### src/rtl/countdown_timer_if.sv
// Request/status bundle between the seconds-pulse producer, the control logic and the
// countdown timer.
interface countdown_timer_if;
  logic       tick;
  logic       load;
  logic [7:0] load_min;
  logic [7:0] load_sec;
  logic       start;
  logic       pause;
  logic       clear;
  logic [7:0] min_bcd;
  logic [7:0] sec_bcd;
  logic [1:0] state;
  logic       running;
  logic       done;
  logic       expired;
  logic       load_err;

  modport master (
    output tick, load, load_min, load_sec, start, pause, clear,
    input  min_bcd, sec_bcd, state, running, done, expired, load_err
  );

  modport slave (
    input  tick, load, load_min, load_sec, start, pause, clear,
    output min_bcd, sec_bcd, state, running, done, expired, load_err
  );
endinterface

### src/rtl/countdown_timer.sv
// MM:SS BCD countdown timer driven by one-second ticks; flags expiry with a done pulse
// and a held expired level.
module countdown_timer #(
  parameter bit         TICK_IS_LEVEL = 1'b0,
  parameter logic [7:0] MAX_MIN_BCD   = 8'h99
) (
  input logic              clk,
  input logic              reset,
  countdown_timer_if.slave bus
);

  typedef enum logic [1:0] {
    StIdle    = 2'd0,
    StRun     = 2'd1,
    StPause   = 2'd2,
    StExpired = 2'd3
  } state_e;

  state_e     state_q, state_d;
  logic [7:0] min_q, min_d, sec_q, sec_d;
  logic [7:0] min_dec, sec_dec;
  logic       done_q, done_d;
  logic       err_q, err_d;
  logic       tick_q;
  logic       tick_evt, load_ok, count_zero;

  // In level mode only a rising edge counts, so a held-high tick decrements once.
  assign tick_evt   = TICK_IS_LEVEL ? (bus.tick & ~tick_q) : bus.tick;
  assign count_zero = (min_q == 8'h00) && (sec_q == 8'h00);

  assign load_ok = (bus.load_min[7:4] <= 4'd9) && (bus.load_min[3:0] <= 4'd9) &&
                   (bus.load_sec[7:4] <= 4'd5) && (bus.load_sec[3:0] <= 4'd9) &&
                   (bus.load_min <= MAX_MIN_BCD);

  always_comb begin
    sec_dec = sec_q;
    min_dec = min_q;
    if (sec_q[3:0] != 4'd0) begin
      sec_dec[3:0] = sec_q[3:0] - 4'd1;
    end else if (sec_q[7:4] != 4'd0) begin
      sec_dec = {sec_q[7:4] - 4'd1, 4'd9};
    end else begin
      // Minutes are never zero here: RUN is never entered or held at 00:00.
      sec_dec = 8'h59;
      if (min_q[3:0] != 4'd0) begin
        min_dec[3:0] = min_q[3:0] - 4'd1;
      end else begin
        min_dec = {min_q[7:4] - 4'd1, 4'd9};
      end
    end
  end

  always_comb begin
    state_d = state_q;
    min_d   = min_q;
    sec_d   = sec_q;
    done_d  = 1'b0;
    err_d   = 1'b0;
    if (bus.clear) begin
      state_d = StIdle;
      min_d   = 8'h00;
      sec_d   = 8'h00;
    end else if (bus.load) begin
      if (state_q != StRun) begin
        if (load_ok) begin
          state_d = StIdle;
          min_d   = bus.load_min;
          sec_d   = bus.load_sec;
        end else begin
          err_d = 1'b1;
        end
      end
    end else if (bus.pause) begin
      if (state_q == StRun) state_d = StPause;
    end else if (bus.start) begin
      if ((state_q == StIdle || state_q == StPause) && !count_zero) state_d = StRun;
    end else if (tick_evt && state_q == StRun) begin
      min_d = min_dec;
      sec_d = sec_dec;
      if (min_dec == 8'h00 && sec_dec == 8'h00) begin
        state_d = StExpired;
        done_d  = 1'b1;
      end
    end
  end

  always_ff @(posedge clk or negedge reset) begin
    if (!reset) begin
      state_q <= StIdle;
      min_q   <= 8'h00;
      sec_q   <= 8'h00;
      done_q  <= 1'b0;
      err_q   <= 1'b0;
      tick_q  <= 1'b0;
    end else begin
      state_q <= state_d;
      min_q   <= min_d;
      sec_q   <= sec_d;
      done_q  <= done_d;
      err_q   <= err_d;
      tick_q  <= bus.tick;
    end
  end

  assign bus.min_bcd  = min_q;
  assign bus.sec_bcd  = sec_q;
  assign bus.state    = state_q;
  assign bus.running  = (state_q == StRun);
  assign bus.expired  = (state_q == StExpired);
  assign bus.done     = done_q;
  assign bus.load_err = err_q;

endmodule

### src/flat_wrapper.sv
// flat-port wrapper written by rule: the top's interface ports become plain ports
module countdown_timer_flat 
#(
  parameter bit         TICK_IS_LEVEL = 1'b0,
  parameter logic [7:0] MAX_MIN_BCD   = 8'h99
)
  (clk, reset, bus_tick, bus_load, bus_load_min, bus_load_sec, bus_start, bus_pause, bus_clear, bus_min_bcd, bus_sec_bcd, bus_state, bus_running, bus_done, bus_expired, bus_load_err);
  countdown_timer_if bus_i ();
  input logic clk;
  input logic reset;
  input wire logic [$bits(bus_i.tick)-1:0] bus_tick;
  input wire logic [$bits(bus_i.load)-1:0] bus_load;
  input wire logic [$bits(bus_i.load_min)-1:0] bus_load_min;
  input wire logic [$bits(bus_i.load_sec)-1:0] bus_load_sec;
  input wire logic [$bits(bus_i.start)-1:0] bus_start;
  input wire logic [$bits(bus_i.pause)-1:0] bus_pause;
  input wire logic [$bits(bus_i.clear)-1:0] bus_clear;
  output wire logic [$bits(bus_i.min_bcd)-1:0] bus_min_bcd;
  output wire logic [$bits(bus_i.sec_bcd)-1:0] bus_sec_bcd;
  output wire logic [$bits(bus_i.state)-1:0] bus_state;
  output wire logic [$bits(bus_i.running)-1:0] bus_running;
  output wire logic [$bits(bus_i.done)-1:0] bus_done;
  output wire logic [$bits(bus_i.expired)-1:0] bus_expired;
  output wire logic [$bits(bus_i.load_err)-1:0] bus_load_err;
  assign bus_i.tick = bus_tick;
  assign bus_i.load = bus_load;
  assign bus_i.load_min = bus_load_min;
  assign bus_i.load_sec = bus_load_sec;
  assign bus_i.start = bus_start;
  assign bus_i.pause = bus_pause;
  assign bus_i.clear = bus_clear;
  assign bus_min_bcd = bus_i.min_bcd;
  assign bus_sec_bcd = bus_i.sec_bcd;
  assign bus_state = bus_i.state;
  assign bus_running = bus_i.running;
  assign bus_done = bus_i.done;
  assign bus_expired = bus_i.expired;
  assign bus_load_err = bus_i.load_err;
  countdown_timer #(.TICK_IS_LEVEL(TICK_IS_LEVEL), .MAX_MIN_BCD(MAX_MIN_BCD)) u_core (.clk(clk), .reset(reset), .bus(bus_i));
endmodule
### config.mk
export PLATFORM = sky130hd
export DESIGN_NAME = countdown_timer_flat
export DESIGN_NICKNAME = d
export VERILOG_FILES = /design/src/rtl/countdown_timer_if.sv /design/src/rtl/countdown_timer.sv /design/src/flat_wrapper.sv
export SDC_FILE = /design/constraint.sdc
export NUM_CORES = 1
export LEC_CHECK = 0
export ABC_AREA = 1
export BUFFER_PORTS_ARGS = -buffer_cell sky130_fd_sc_hd__buf_4
export CORE_MARGIN = 5
export CORE_UTILIZATION = 45
export DETAILED_ROUTE_END_ITERATION = 16
export HOLD_SLACK_MARGIN = 0.15
export PLACE_DENSITY = 0.67
export SYNTH_ARGS = -nofsm -noshare
export SYNTH_HDL_FRONTEND = slang
export SYNTH_SLANG_ARGS = --single-unit
### constraint.sdc
create_clock -name clk -period 2.3 [get_ports clk]
set_clock_uncertainty 0.15 [all_clocks]
set_input_delay 0.345 -clock clk [delete_from_list [all_inputs] [get_ports clk]]
set_output_delay 0.345 -clock clk [all_outputs]
set_load 0.005 [all_outputs]
==> results.toml, run 1 <==
[pwr]
switching_power_uw = 487
clockPowerShare_pct = 18.2
p_leak_uw = 0.00101
seq_power_share_pct = 38.0
power_frac_comb_pct = 43.8
swShare_pct = 40.8
powerDensity_nw_per_um2 = 594
p_int_uw = 708
peakVddDrop_mv = 0.298

[timing]
final-setup-viol-count = 0
fin_tns_setup_ns = 0
hold_viol = 0
maxSlewViolCount = 0
worst-slew-pin-transition_ns = 0.431
timing.max_slew.rel_slack_pct = 71.1
clock.fmax_mhz = 487
final.min_clock_period_ns = 2.05
rsz0062_at_grt = "no"
min_period_over_period_pct = 89.3

[clock_tree]
root_buffer = "clkbuf_4"
numClockSinks = 20
clk_pin_slew_worst_paths_ns = 0.13
cts_buffers = 3
insertion_delay_ns = 0.31
post_cts_buffers = 0
cts_tree = "yes"
cts.path.max_buffers = 2
htreeDepth = 1

[cells_and_area]
fillCellCount = 342
nNetsFinal = 305
fin_cells = 323
diodes = 0
drive_above_1_share_pct = 26.7
register_area_sq_um = 500
synthToLayoutAreaGrowth_pct = 31.8
multi_input_area_sq_um = 923

[floorplan]
rows = 21
dieHeight_um = 68.2
ios = 45
initial_core_util_pct = 46.1
dieWidth_um = 68.2
dieArea_sq_um = 4660
core_sq_um = 3310

[yosys]
yosys.area.top_type_share_pct = 32.8
synth.area.top_cells = "dfrtp_1, nand2_1, o21ai_0"
synth_mux_area_share_pct = 0
yosysUniqueCellTypes = 30
synth-seq-cells = 20
yosys.area_share.simple_pct = 40.7
syn-num-nets = 252
syn_avg_cell_area_sq_um = 6.78
yosysSeqAreaShare_pct = 32.8
syn-cell-area_sq_um = 1530
synth_top_family_by_area = "simple AND/OR/NAND/NOR gates"
synth-compound-area-share_pct = 15.0
synth_largest_area_cell = "dfrtp_1"
synth_cells = 225
ys_warn_count = 0
synth_xor_area_share_pct = 1.15
synth_fa_ha_area_share_pct = 3.28

[detailed_routing]
post_drt_via_cell_ratio = 5.12
wl_per_cell_um = 13.8
vias = 1654
drtPass1Iterations = 4
ant_nets = 0
drc = 0
wl_um = 4450
drt_first_iter_violations = 80

[global_routing]
antenna_found_initial = 0
grt_pass1_wl_um = 7340
grt_overflow = 0
gr-usage-all-layers_pct = 21.0
grt_max_degree = 21
grt_pass1_vias = 1590

[worst_setup_path]
worstSetupStartpointType = "register"
crit_family = "simple AND/OR/NAND/NOR gates"
required_ns = 2.37
critPathMostFrequentCell = "nand2_1"
path_buf_inv = 1
critPathMaxStageDelay_ns = 0.41
critPathKind = "register to register"
cp.arrival_ns = 2.13
crit_slowest_cell = "dfrtp_1"
critical_path.max_fanout = 6
end_kind = "register"
crit_chain = "inv_1, ha_1, nand2_1, nor2_4, nand3_1, nand2_1, nand3_1, nor2_1, nand3_1, nand2_2, nand2_2, nand2_1, nand2_1"

[place]
port_buffers = 44
hpwlAfterDp_um = 3420
dp.cells = 315
gp_congestion = 0.888

[outcome]
status = "complete, no violations"

[flow_run]
max_cap_violations = 0

[hold_path]
hp-class = "primary input to register"
==> repair_timing <==
action	in CTS	in global routing
hold buffers	4	0
gates resized for setup	0	3
endpoints found under the hold margin	23	0
setup endpoints to repair	0	8
==> tightest hold or removal path, delay by kind of cell <==
family / cells / cell delay [ns]
AND/OR/NAND/NOR: 1 / 0.06
AO/OA/AOI/OAI: 1 / 0.08
buffers and inverters: 1 / 0.11
==> path summary, 6_finish.rpt <==
| check | start | end | slack (ns) | cells after the start |
|---|---|---|---|---|
| hold reg to reg | u_core.bus.state[0]$_DFFE_PN0P_ | u_core.bus.state[0]$_DFFE_PN0P_ | 0.40 | 2 |
| min in group asynchronous | reset | u_core.bus.sec_bcd[0]$_DFFE_PN0P_ | 0.31 | 2 |
| setup reg to reg | u_core.bus.min_bcd[0]$_DFFE_PN0P_ | u_core.bus.state[0]$_DFFE_PN0P_ | 0.25 | 13 |
| max in group asynchronous | reset | u_core.bus.sec_bcd[7]$_DFFE_PN0P_ | 1.47 | 2 |
| setup / recovery | u_core.bus.min_bcd[0]$_DFFE_PN0P_ | u_core.bus.state[0]$_DFFE_PN0P_ | 0.25 | 13 |
| hold / removal | bus_load_sec[7] | u_core.bus.sec_bcd[7]$_DFFE_PN0P_ | 0.17 | 3 |
==> layout make-up <==
cell class | instances | area share (%)
clock buffers | 4 | 1.80
repair buffers | 53 | 20.3
well taps | 46 | 2.86
inverters | 22 | 4.29
flip-flops and latches | 20 | 24.9
multi-input cells | 178 | 45.9
==> sequential cells by signal, summed over array words and instances, names as in the netlist <==
name / count
u_core.bus.state: 2
u_core.bus.min_bcd: 8
u_core.bus.load_err: 1
u_core.bus.sec_bcd: 8
u_core.bus.done: 1
==> cells by family after synthesis <==
kind of cell	Yosys count
compound gates	41
flops	20
fa+ha+maj	4
xor+xnor	2
buf+inv	27
simple gates	131
==> cells in the mapped netlist <==
master,n
nor3b_1,1
nand2_2,6
nand3b_1,1
a21oi_1,6
inv_1,20
dfrtp_1,20
o21ai_0,22
xor2_1,2
o21ai_1,2
ha_1,4
nor2_4,4
o22ai_1,1
nand4_1,5
clkbuf_1,4
o21bai_1,1
nor2_2,5
inv_4,1
buf_4,1
o31ai_1,1
a22oi_1,4
nor2_1,17
nand3_1,19
inv_2,1
nor3b_2,1
nor3_1,5
a31oi_1,3
a32oi_1,1
nand2_1,65
nand2_4,1
nand3_2,1
==> stage by stage <==
step | power (uW) | utilization, % | hold slack [ns] | area (sq um) | setup WS [ns]
2_1_floorplan | 776 | - | -0.101 | 1530 | 0.460
3_3_place_gp | 976 | 58.3 | 0.0981 | 1930 | 0.244
3_5_place_dp | 978 | 58.3 | 0.0992 | 1930 | 0.237
4_1_cts | 1200 | 60.6 | 0.156 | 2010 | 0.217
5_1_grt | 1300 | 60.8 | 0.152 | 2010 | 0.0132
6_report | 1200 | 60.8 | 0.166 | 2010 | 0.246
==> per-layer routing <==
metal	vias up	wire [um]	GRT usage [%]
met3	6	227	2.63
met5	-	0	0
met4	0	60	6.70
met1	751	2070	28.2
met2	48	2100	34.8
li1	849	-	-
==> power groups by stage <==
stage	clock, uW	combinational [uW]	sequential (uW)
finish	217	523	454
global route	238	594	464
CTS	223	525	454
detailed placement	0	517	461
global placement	0	516	461
floorplan	0	322	454
==> cell usage in the layout, fill, tap and decap left out, types with 2 or more instances in the layout <==
| cell type | n |
|---|---|
| dlygate4sd3_1 | 4 |
| inv_1 | 20 |
| nor2_1 | 17 |
| o21ai_0 | 21 |
| a21oi_1 | 6 |
| o21ai_1 | 3 |
| nand2_2 | 6 |
| dfrtp_1 | 20 |
| a22oi_1 | 4 |
| nor2_2 | 5 |
| nand2_1 | 65 |
| nand4_1 | 5 |
| nor3_1 | 4 |
| a31oi_1 | 3 |
| nand3_1 | 19 |
| ha_1 | 4 |
| nor2_4 | 4 |
| buf_4 | 49 |
| xor2_1 | 2 |
| clkbuf_4 | 3 |
(Power assumes the default switching activity.)
==> inputs of run 2 (changes only) <==
--- a/config.mk
+++ b/config.mk
@@ -5,13 +5,13 @@
 export SDC_FILE = /design/constraint.sdc
 export NUM_CORES = 1
 export LEC_CHECK = 0
-export ABC_AREA = 1
+export ABC_AREA = 0
 export BUFFER_PORTS_ARGS = -buffer_cell sky130_fd_sc_hd__buf_4
 export CORE_MARGIN = 5
 export CORE_UTILIZATION = 45
 export DETAILED_ROUTE_END_ITERATION = 16
 export HOLD_SLACK_MARGIN = 0.15
-export PLACE_DENSITY = 0.67
+export PLACE_DENSITY = 0.68
 export SYNTH_ARGS = -nofsm -noshare
 export SYNTH_HDL_FRONTEND = slang
 export SYNTH_SLANG_ARGS = --single-unit
==> results.toml, run 2 <==
[worst_setup_path]
required_ns = 2.40
critical_path.max_fanout = 6
critPathKind = "register to register"
r2r_setup_slack_ns = 0.09
crit_chain = "or3_2, o31a_1, a2111o_1, a211oi_2, o22a_1"
r2r_cells = 5
worstSetupStartpointType = "register"
crit_end = "u_core.bus.state[0]$_DFFE_PN0P_"
cp.arrival_ns = 2.31
end_kind = "register"
timing.rr.start = "u_core.bus.min_bcd[1]$_DFFE_PN0P_"
rr_endpoint = "u_core.bus.state[0]$_DFFE_PN0P_"
crit_slowest_cell = "or3_2"
critPathLaunch = "u_core.bus.min_bcd[1]$_DFFE_PN0P_"
critPathMaxStageDelay_ns = 0.51

[global_routing]
antenna_found_initial = 0
gr-usage-all-layers_pct = 22.3
grt_pass1_wl_um = 7470
grt_max_degree = 25
grt_overflow = 0
grt_pass1_vias = 1601

[detailed_routing]
vias = 1633
drc = 0
drt_first_iter_violations = 127
wl_um = 4610
drtPass1Iterations = 4
ant_nets = 0
wl_per_cell_um = 17.7
post_drt_via_cell_ratio = 6.28

[clock_tree]
cts_tree = "yes"
insertion_delay_ns = 0.30
clk_pin_slew_worst_paths_ns = 0.12
numClockSinks = 20
root_buffer = "clkbuf_4"
cts.path.max_buffers = 2
cts_buffers = 3
htreeDepth = 1

[cells_and_area]
design_area_sq_um = 1940
final_cell_mix = "buf_4, o21ai_0, dfrtp_1"
synthToLayoutAreaGrowth_pct = 39.0
drive_above_1_share_pct = 35.2
diodes = 0
final_common_cell = "buf_4"
fillCellCount = 277
nNetsFinal = 255

[timing]
rsz0062_at_grt = "no"
maxSlewViolCount = 0
clock.fmax_mhz = 453
final.min_clock_period_ns = 2.21
min_period_over_period_pct = 96.0
fin_tns_setup_ns = 0
final-setup-viol-count = 0
hold_viol = 0
timing.max_slew.rel_slack_pct = 64.1
worst-slew-pin-transition_ns = 0.534

[yosys]
ys.flop_type = "dfrtp_1"
synth_cells = 167
ys_top_cells_by_count = "o21ai_0, dfrtp_1, a21oi_1"
syn-cell-area_sq_um = 1390
synth_xor_area_share_pct = 0
synth_largest_area_cell = "dfrtp_1"
yosys.area.top_type_share_pct = 35.9
synth.area.top_cells = "dfrtp_1, o21ai_0, a21oi_1"
syn-num-nets = 194
synth_fa_ha_area_share_pct = 3.59
synth-async-reset-ratio_pct = 100
synth_mux_area_share_pct = 0
synth-compound-area-share_pct = 31.3
synth-seq-cells = 20
synth_top_family_by_area = "compound AO/OA/AOI/OAI gates"
ys_warn_count = 0
yosysSeqAreaShare_pct = 35.9
yosys.area_share.simple_pct = 22.9
syn_avg_cell_area_sq_um = 8.34
synth-edff-count = 0
yosysUniqueCellTypes = 49
synth.most_common_cell = "o21ai_0"

[pwr]
powerDensity_nw_per_um2 = 622
total_power_uw = 1200
p_leak_uw = 0.000890
peakVddDrop_mv = 0.358

[floorplan]
initial_core_util_pct = 46.4
dieArea_sq_um = 4310
dieHeight_um = 65.6
core_sq_um = 3000
dieWidth_um = 65.6
rows = 20
ios = 45

[flow_run]
max_cap_violations = 0

[place]
hpwlAfterDp_um = 3420
port_buffers = 44
place_area_sq_um = 1840
gp_congestion = 0.821

[outcome]
status = "complete, no violations"

[hold_path]
hp-class = "primary input to register"
-- run 2: cell types whose count changed in the layout (fill, tap and decap cells not counted), moves of 7 or more --
cell	delta
a21oi_1	+10
inv_1	-11
nand2_1	-51
nor2_1	-7
buf_4	+15
nand3_1	-18
-- run 2: kinds of logic after synthesis --
logic type	after synthesis
AOI/OAI and AO/OA	66
and+or+nand+nor	58
DFF	20
buffers and inverters	19
adders and majority gates	4
-- run 2: per-layer routing --
layer  global-route usage, %  vias up  share of wire [%]
met2                    37.0       82                 49
met1                    28.1      783                 41
met3                    3.25       10                7.7
met4                    10.4        0                2.0
li1                        -      758                  -
met5                       0        -                  0
-- run 2: area by class of cell --
cell class	count	area, sq um	share of cell area [%]
clock buffers	4	36.3	1.87
inverters	9	33.8	1.75
multi-input cells	128	822	42.5
flip-flops and latches	20	502	25.9
well taps	33	41.3	2.13
repair buffers	66	500	25.9
-- run 2: worst min path at each step --
stage               startpoint                                end  slack (ns)  depth (start not counted)
2_1_floorplan            reset          u_core.bus.done$_DFF_PN0_       -0.10                          0
3_3_place_gp             reset  u_core.bus.min_bcd[2]$_DFFE_PN0P_        0.09                          1
3_5_place_dp             reset  u_core.bus.min_bcd[2]$_DFFE_PN0P_        0.09                          1
4_1_cts        bus_load_min[6]  u_core.bus.min_bcd[6]$_DFFE_PN0P_        0.18                          3
5_1_grt        bus_load_min[6]  u_core.bus.min_bcd[6]$_DFFE_PN0P_        0.18                          3
6_report       bus_load_min[6]  u_core.bus.min_bcd[6]$_DFFE_PN0P_        0.18                          3
-- run 2: metrics by stage --
stage               hold slack, ns  utilization (%)  worst slack [ns]  cells
floorplan                   -0.101                -            0.0317    167
global placement            0.0887             61.4             0.114    251
detailed placement          0.0920             61.4            0.0817    251
CTS                          0.184             63.3            0.0470    257
global route                 0.175             64.5            0.0113    260
finish                       0.182             64.5            0.0919    260
-- run 2: power breakdown --
part           switching, uW  total (uW)  internal (uW)
Sequential              38.5         431            392
Clock                    114         210           96.6
Combinational            288         564            276
Total                    440        1200            765
-- run 2: what timing repair did --
| action | CTS | global route |
|---|---|---|
| hold buffers | 2 | 0 |
| setup buffers | 0 | 3 |
| setup endpoints to repair | 0 | 5 |
| hold endpoints to repair | 21 | 0 |
| resized for setup | 0 | 3 |
-- run 2: worst max-delay path: cells and delay by family (launching register included) --
| kind | cells | cell delay (ns) |
|---|---|---|
| simple gates | 1 | 0.51 |
| flops | 1 | 0.46 |
| compound gates | 4 | 1.05 |
==> inputs of run 3 (changes only) <==
--- a/config.mk
+++ b/config.mk
@@ -7,11 +7,13 @@
 export LEC_CHECK = 0
 export ABC_AREA = 0
 export BUFFER_PORTS_ARGS = -buffer_cell sky130_fd_sc_hd__buf_4
-export CORE_MARGIN = 5
+export CORE_ASPECT_RATIO = 1.5
+export CORE_MARGIN = 8
 export CORE_UTILIZATION = 45
 export DETAILED_ROUTE_END_ITERATION = 16
 export HOLD_SLACK_MARGIN = 0.15
 export PLACE_DENSITY = 0.68
+export SLEW_MARGIN = 20
 export SYNTH_ARGS = -nofsm -noshare
 export SYNTH_HDL_FRONTEND = slang
 export SYNTH_SLANG_ARGS = --single-unit
==> results.toml, run 3 (synthesized netlist as in run 2, its figures left out) <==
[global_routing]
gr-usage-all-layers_pct = 18.4
grt_pass1_vias = 1621
busiest_layer = "met2"
grt_pass1_wl_um = 7560
antenna_found_initial = 0
grt_max_degree = 22
grtUsageMet3_pct = 2.75
grt_use_met2_pct = 32.0
grt_overflow = 0
use_met1_pct = 22.0

[detailed_routing]
ant_nets = 0
wl_per_cell_um = 17.8
drc = 0
drt_first_iter_violations = 68
wl_um = 4730
vias = 1607
post_drt_via_cell_ratio = 6.06
drtPass1Iterations = 4

[floorplan]
core_sq_um = 2940
ios = 45
rows = 24
dieWidth_um = 61.4
dieHeight_um = 84.1
dieArea_sq_um = 5170
initial_core_util_pct = 47.3

[cells_and_area]
register_area_sq_um = 502
fillCellCount = 271
drive_above_1_share_pct = 35.4
diodes = 0
design_area_sq_um = 1950
final_common_cell = "buf_4"
nNetsFinal = 254
final_cell_mix = "buf_4, o21ai_0, dfrtp_1"
multi_input_area_sq_um = 825
synthToLayoutAreaGrowth_pct = 40.3

[pwr]
peakVddDrop_mv = 0.440
powerDensity_nw_per_um2 = 647
p_leak_uw = 0.000893

[place]
gp_congestion = 0.916
port_buffers = 44
place_area_sq_um = 1870
dpl_worst_slack_ns = 0.0795
hpwlAfterDp_um = 3520

[clock_tree]
cts_buffers = 3
clk_pin_slew_worst_paths_ns = 0.08
insertion_delay_ns = 0.26
cts.path.max_buffers = 2
htreeDepth = 1
root_buffer = "clkbuf_8"
numClockSinks = 20
cts_tree = "yes"

[timing]
final.min_clock_period_ns = 2.21
final-setup-viol-count = 0
hold_viol = 0
fin_tns_setup_ns = 0
holdWs_ns = 0.220
maxSlewViolCount = 0
timing.max_slew.rel_slack_pct = 69.7
worst-slew-pin-transition_ns = 0.450
min_period_over_period_pct = 96.3
clock.fmax_mhz = 452
setup_ws_ns = 0.0861

[worst_setup_path]
rr_endpoint = "u_core.bus.min_bcd[4]$_DFFE_PN0P_"
cp.arrival_ns = 2.22
critPathLaunch = "u_core.bus.min_bcd[1]$_DFFE_PN0P_"
critPathKind = "register to register"
r2r_cells = 7
critical_path.max_fanout = 7
critPathMaxStageDelay_ns = 0.52
required_ns = 2.30
end_kind = "register"
timing.rr.start = "u_core.bus.min_bcd[1]$_DFFE_PN0P_"
crit_chain = "inv_1, ha_1, or3b_2, nor3_1, buf_4, o21ai_0, a22o_1"
crit_slowest_cell = "or3b_2"
r2r_setup_slack_ns = 0.09
crit_end = "u_core.bus.min_bcd[4]$_DFFE_PN0P_"
worstSetupStartpointType = "register"

[flow_run]
max_cap_violations = 0

[hold_path]
hp-class = "primary input to register"
worstHoldStart = "bus_clear"

[outcome]
status = "complete, no violations"
==> run 3: cell type report <==
class | count | area share, %
clock buffers | 4 | 2.82
inverters | 9 | 1.73
multi-input cells | 128 | 42.2
flip-flops and latches | 20 | 25.7
well taps | 39 | 2.50
repair buffers | 65 | 25.1
==> run 3: worst max-delay path: cells and delay by family (launching register included) <==
family | cells | cell delay (ns)
simple gates | 2 | 0.69
flops | 1 | 0.45
compound gates | 2 | 0.40
fa+ha+maj | 1 | 0.14
buf+inv | 2 | 0.28
==> run 3: repair_timing <==
item / 4_1_cts / 5_1_grt
hold endpoints to repair: 20 / 0
buffers inserted: 0 / 1
setup endpoints to repair: 0 / 5
hold buffers: 1 / 0
gates resized for setup: 0 / 4
==> run 3: worst min-delay path by stage <==
| stage | endpoint | slack (ns) | depth (start not counted) |
|---|---|---|---|
| final | u_core.bus.min_bcd[3]$_DFFE_PN0P_ | 0.22 | 2 |
| after detailed placement | u_core.bus.min_bcd[2]$_DFFE_PN0P_ | 0.1 | 1 |
| after global routing | u_core.bus.min_bcd[3]$_DFFE_PN0P_ | 0.22 | 2 |
| after global placement | u_core.bus.min_bcd[2]$_DFFE_PN0P_ | 0.09 | 1 |
| after CTS | u_core.bus.min_bcd[3]$_DFFE_PN0P_ | 0.22 | 2 |
| after floorplan | u_core.bus.done$_DFF_PN0_ | -0.10 | 0 |
==> run 3: power breakdown <==
part / switching (uW) / internal (uW) / total [uW] / leakage, uW
logic: 275 / 279 / 554 / 0.000600
clock network: 122 / 153 / 275 / 0.0000288
registers: 42.3 / 393 / 435 / 0.000264
total: 440 / 824 / 1260 / 0.000893
==> run 3: layer usage <==
layer | vias up | share of wire [%]
met4 | 0 | 1.4
met2 | 83 | 51
met3 | 8 | 7.6
li1 | 753 | -
met5 | - | 0
met1 | 763 | 40
==> run 3: metrics by stage <==
step                total power, uW  util (%)  instances
global route                   1350      66.4        265
CTS                            1250      65.6        264
finish                         1260      66.4        265
detailed placement              967      63.4        259
floorplan                       721         -        167
global placement                959      63.4        259
